--- src/rtl/mem_port_arbiter.sv ---
// Arbitrates a shared single-port memory between instruction fetch and the data stage.
// Data has priority; a starvation counter forces a fetch after STARVE_MAX back-to-back data grants.
module mem_port_arbiter #(
  parameter int STARVE_MAX = 4
) (
  input  logic        clk,
  input  logic        rst_n,
  input  logic        if_req,
  input  logic [31:0] if_addr,
  output logic [31:0] if_rdata,
  output logic        if_ack,
  input  logic        d_req,
  input  logic        d_we,
  input  logic [31:0] d_addr,
  input  logic [31:0] d_wdata,
  output logic [31:0] d_rdata,
  output logic        d_ack,
  output logic        m_req,
  output logic        m_we,
  output logic [31:0] m_addr,
  output logic [31:0] m_wdata,
  input  logic [31:0] m_rdata,
  input  logic        m_ready,
  output logic        stall
);

  localparam int CW = (STARVE_MAX < 1) ? 1 : $clog2(STARVE_MAX + 1);
  localparam logic [CW-1:0] STARVE_LIMIT = CW'(STARVE_MAX);

  typedef enum logic [1:0] {IDLE, FETCH, DATA} state_t;

  state_t        state;
  logic [CW-1:0] starve_cnt;
  logic          starved;
  logic          fetch_wins;
  logic          data_wins;
  logic          grant_fetch;
  logic          grant_data;

  // Priority is resolved on raw requests first; a requester whose ack is high
  // is then masked, so its ack cycle becomes a turnaround unless the other side wins.
  assign starved     = (starve_cnt == STARVE_LIMIT);
  assign fetch_wins  = if_req & (starved | ~d_req);
  assign data_wins   = d_req & ~fetch_wins;
  assign grant_fetch = fetch_wins & ~if_ack;
  assign grant_data  = data_wins & ~d_ack;

  assign stall = (if_req & ~if_ack) | (d_req & ~d_ack);

  always_ff @(posedge clk or negedge rst_n) begin
    if (!rst_n) begin
      state      <= IDLE;
      starve_cnt <= '0;
      m_req      <= 1'b0;
      m_we       <= 1'b0;
      m_addr     <= '0;
      m_wdata    <= '0;
      if_ack     <= 1'b0;
      d_ack      <= 1'b0;
      if_rdata   <= '0;
      d_rdata    <= '0;
    end else begin
      if_ack <= 1'b0;
      d_ack  <= 1'b0;
      case (state)
        IDLE: begin
          if (grant_fetch) begin
            state      <= FETCH;
            m_req      <= 1'b1;
            m_we       <= 1'b0;
            m_addr     <= if_addr;
            m_wdata    <= '0;
            starve_cnt <= '0;
          end else if (grant_data) begin
            state   <= DATA;
            m_req   <= 1'b1;
            m_we    <= d_we;
            m_addr  <= d_addr;
            m_wdata <= d_wdata;
            if (if_req && !starved) begin
              starve_cnt <= starve_cnt + CW'(1);
            end
          end
        end
        FETCH: begin
          if (m_ready) begin
            state    <= IDLE;
            m_req    <= 1'b0;
            if_ack   <= 1'b1;
            if_rdata <= m_rdata;
          end
        end
        DATA: begin
          if (m_ready) begin
            state <= IDLE;
            m_req <= 1'b0;
            d_ack <= 1'b1;
            // Stores complete without touching the last load result.
            if (!m_we) begin
              d_rdata <= m_rdata;
            end
          end
        end
        default: begin
          state <= IDLE;
          m_req <= 1'b0;
        end
      endcase
    end
  end

endmodule

--- config.mk ---
export PLATFORM = sky130hd
export DESIGN_NAME = mem_port_arbiter
export DESIGN_NICKNAME = d
export VERILOG_FILES = /design/src/rtl/mem_port_arbiter.sv
export SDC_FILE = /design/constraint.sdc
export NUM_CORES = 1
export LEC_CHECK = 0
export CAP_MARGIN = 20
export CORE_MARGIN = 2
export CORE_UTILIZATION = 41
export DETAILED_ROUTE_END_ITERATION = 10
export GPL_TIMING_DRIVEN = 0
export PLACE_DENSITY = 0.8
export SYNTH_ARGS = -nofsm -noshare
export SYNTH_HDL_FRONTEND = slang
export SYNTH_SLANG_ARGS = --single-unit
--- constraint.sdc ---
create_clock -name clk -period 2.29 [get_ports clk]
set_clock_uncertainty 0.15 [all_clocks]
set_input_delay 0.3435 -clock clk [delete_from_list [all_inputs] [get_ports clk]]
set_output_delay 0.3435 -clock clk [all_outputs]
set_load 0.02 [all_outputs]
; ---- Word-level counts from Yosys, hierarchy flattened
; Index checks and enable logic that the tools add are counted.
; Widths: inputs -> output; s select.
[totals]
register_bits = 137
input_bits = 134
word_cells = 60
out_inout_bits = 133
[classes]
bitwise_logic = 13
n_addsub = 1
muxes = 20
n_eq_ne = 5
n_reduce_logical = 11
[ops]
columns = operator, count
row1 = $mux 32, 4
row2 = $mux 3, 3
row3 = $mux 1, 8
row4 = $and 1x1->1, 6
row5 = $mux 2, 3
row6 = $reduce_and 2->1, 3
row7 = $reduce_and 3->1, 2
row8 = $not 1->1, 5
row9 = $pmux 2 s2, 1
row10 = $reduce_bool 2->1, 2
row11 = $add 3x1->3 const B, 1
row12 = $eq 3x3->1 const B, 1
row13 = $ne 3x3->1 const B, 1
row14 = $eq 2x1->1 const B, 1
row15 = $eq 2x2->1 const B, 1
row16 = $logic_not 2->1, 1
row17 = $ne 2x1->1 const B, 1
row18 = $or 1x1->1, 2
row19 = $pmux 1 s2, 1
row20 = $reduce_or 2->1, 1
row21 = $logic_and 1x1->1, 1
row22 = $logic_not 1->1, 1

; ---- Longest topological paths before layout
[depth]
depth_word = 9
ltp_mapped = 7
mapped_depth_nobuf = 5

; ---- Least setup slack after synthesis
; No wires, ideal clock.
[synth_path]
path_kind = flip-flop to flip-flop
start = register state[0]
end = register m_addr[10]
stages_incl_launch_ff = 7
period_less_slack_ns = 1.798
t_arrival_ns = 1.526
required_time_ns = 2.017
n_path_buf = 1
slack_ns = 0.492
setup_ns = 0.123
path_cell_list = dfrtp_1 > inv_1 > ha_1 > and3b_4 > nand2_4 > buf_2 > o221a_2
[synth_via]
elab_chain_cells = 2
[synth_rtl]
columns = element, line_no
row1 = "start, declared", 32  ; state_t state;
row2 = "start signal, assigned", 52  ; state <= IDLE;
row3 = "start signal, assigned", 68  ; state <= FETCH;
row4 = "start signal, assigned", 75  ; state <= DATA;
row5 = $logic_not 2->1, 65  ; case (state)
row6 = $reduce_and 2->1 (no source line), -
row7 = "end signal, assigned", 71  ; m_addr <= if_addr;
row8 = "end signal, assigned", 78  ; m_addr <= d_addr;
row9 = "end, declared", 20  ; output logic [31:0] m_addr,
; No other way between the ends.
; A chain may end at the register's enable or synchronous reset.

; ---- Final worst setup path
[layout_path]
start = input port d_req
end = output port stall
[layout_via]
elab_chain_cells = 2
[layout_rtl]
columns = element, line_no
row1 = "start, declared", 12  ; input logic d_req,
row2 = $and 1x1->1, 48  ; assign stall = (if_req & ~if_ack) | (d_req & ~d_ack);
row3 = $or 1x1->1, 48
row4 = "end, declared", 24  ; output logic stall
; No other way between the ends.

==> results.toml <==
[outcome]
status = "completed"

[layout]
final_cells = 851
num-nets-final = 801
drive_gt1_share_pct = 23.0
antennaDiodeCount = 0
postLayoutCellArea_mm2 = 0.00916
area_delta_synth_final_pct = 63.3
fin_util_pct = 68.9

[worst_hold_path]
hp-class = "primary input to async pin"

[global_routing]
grt_pass1_wl_mm = 25.1
grt.total_usage_pct = 22.5
first_global_vias = 4860
overflow = 0
antenna_found_initial = 0
grt_max_degree = 75

[clock_network]
cts.sinks = 137
htreeDepth = 4
numCtsBuffers = 17
cts_tree = "yes"
postCtsSetupRepairBufs = 0
cts_buffer_depth = 2
clkTransAtPathRegs_ns = 0.06
clock_latency_ns = 0.41
clock-root-buffer = "clkbuf_16"

[synth]
ys_seq_area_share_pct = 61.1
synth_enable_flop_cells = 0
ys_seq_elements = 137
synth_common_cells = "dfrtp_1, mux2_2, a22o_1, or3_1, o221a_2"
yosysMostFrequentCell = "dfrtp_1"
ys_warn_count = 0
ys_top_cells_by_area = "dfrtp_1, mux2_2, o221a_2"
synth_area_per_cell_um2 = 15.0
yosysUniqueCellTypes = 37
yosysTopAreaCellShare_pct = 61.1
syn_inst = 375
synth_area_leader_cell = "dfrtp_1"
synth_nets = 514
synth_ff_type = "dfrtp_1"
ys_async_sr_fraction_pct = 100
synth_area_mm2 = 0.00561

[floorplanning]
core_area_mm2 = 0.0133
io_pins = 267
die_x_um = 121
die_h_um = 121
start_util_pct = 42.2
row_count = 42
die-area_mm2 = 0.0146

[sta]
rsz0062_at_grt = "false"
worst_slack_ns = 0.226
final-hold-violation-count = 0
finalSetupViolCount = 0
fin_crit_ns = 2.06
period_share_pct = 90.1
worst_pin_slew_ns = 0.609
max_freq_mhz = 484
drv_slew = 0
relSlewSlack_pct = 59.4

[power_and_ir_drop]
total_power_mw = 13.8
powerDensity_mw_per_mm2 = 1500
irDropWorstVdd_mv = 0.858
power.leakage_nw = 3.85

[detailed_routing]
drt_first_pass_iters = 4
ant_nets = 0
vias = 4415
wl_mm = 16.1
vias_per_cell = 5.19
wl_per_cell_um = 19.0
drtIter0Drc = 247
drc = 0

[worst_setup_path]
critPathMaxFanout = 6
arrival_ns = 1.57
crit_type = "primary input to output port"
critPathLaunchType = "primary input"
end_kind = "output port"
critical_path_required_ns = 1.80

[placed_design]
dp_hpwl_mm = 12.1
place_area_mm2 = 0.00852
dpl.cell_count = 818
port_buffers = 266
place.gp.congestion = 0.778
dp_slack_ns = -0.0458

[run]
drv_cap = 0
## registers in the layout (all words and copies together), names as in the netlist
register,flops
d_ack,1
d_rdata,32
if_ack,1
if_rdata,32
m_addr,32
m_req,1
m_wdata,32
m_we,1
starve_cnt,3
state,2
## layer usage
layer	track usage [%]	up-vias	routed length [um]
met5	0	-	0
met4	7.99	0	306
met3	10.0	21	1700
met2	39.3	191	8120
met1	23.9	2205	6010
li1	-	1998	-
## layout by cell type, fill, tap and decap left out, drive strengths merged
cell / instances
a211oi: 1
o2bb2ai: 1
a21oi: 4
clkdlybuf4s50: 264
bufinv: 4
dlygate4sd3: 1
o22ai: 1
clkinv: 3
o21ai: 2
nand3: 2
buf: 24
o221a: 32
mux2: 65
o221ai: 1
nand3b: 1
nand2b: 5
o21a: 1
a21bo: 1
a21boi: 1
or3: 32
nor3: 1
nor2: 1
a2bb2oi: 1
and3: 2
and2: 1
o211ai: 2
dfrtp: 137
clkbuf: 26
and3b: 1
a22o: 33
clkinvlp: 2
a41oi: 1
nand2: 6
dlygate4sd2: 1
and4b: 2
inv: 7
ha: 5
## kinds of logic (layout without fill, tap and decap cells)
family	count (synthesis)	count (layout)	share of synthesized area [%]
compound gates	82	82	14.5
fa+ha+maj	5	5	1.12
buf+inv	32	332	3.95
flops	137	137	61.1
mux	65	65	13.0
simple gates	54	54	6.33
## where the power goes
group	switching, mW	internal [mW]
combinational	3.09	3.48
sequential	0.680	3.60
clock	1.03	1.89
total	4.81	8.97
## through the flow
step	hold WS (ns)	TNS [ns]
2_1_floorplan	-0.102	0
3_3_place_gp	0.327	-608.78
3_5_place_dp	0.227	-0.0458
4_1_cts	0.348	0
5_1_grt	0.367	0
6_report	0.331	0
## worst paths after layout
kind / start / to / slack, ns / cells after the start
max in group asynchronous: rst_n / m_wdata[7]$_DFFE_PN0P_ / 0.90 / 3
max: d_req / stall / 0.23 / 4
min reg2reg: d_rdata[27]$_DFFE_PN0P_ / d_rdata[27]$_DFFE_PN0P_ / 0.35 / 1
min: rst_n / d_rdata[25]$_DFFE_PN0P_ / 0.33 / 2
max reg2reg: state[0]$_DFFE_PN0P_ / m_addr[16]$_DFFE_PN0P_ / 0.23 / 6
min in group clk: d_rdata[27]$_DFFE_PN0P_ / d_rdata[27]$_DFFE_PN0P_ / 0.35 / 1
## worst max-delay path: stages
cell             delay, ns
clkdlybuf4s50_1       0.62
nand2b_1              0.14
nand2_1               0.09
dlygate4sd2_1         0.38
## timing repair
action / 4_1_cts / 5_1_grt
endpoints found under the setup margin: 1 / 0
hold buffers: 1 / 0
hold endpoints to repair: 63 / 0
resized for setup: 1 / 0
## layout make-up
| cell class | instances | area, um2 |
|---|---|---|
| inverter | 6 | 22.5 |
| clock buffer | 22 | 464 |
| fill | 938 | 4130 |
| clock inverter | 10 | 166 |
| multi-input combinational | 206 | 1960 |
| buffer | 26 | 199 |
| sequential | 137 | 3430 |
| tap | 176 | 220 |
| timing repair buffer | 268 | 2700 |
Note: power is estimated with default switching activity, not from simulation.
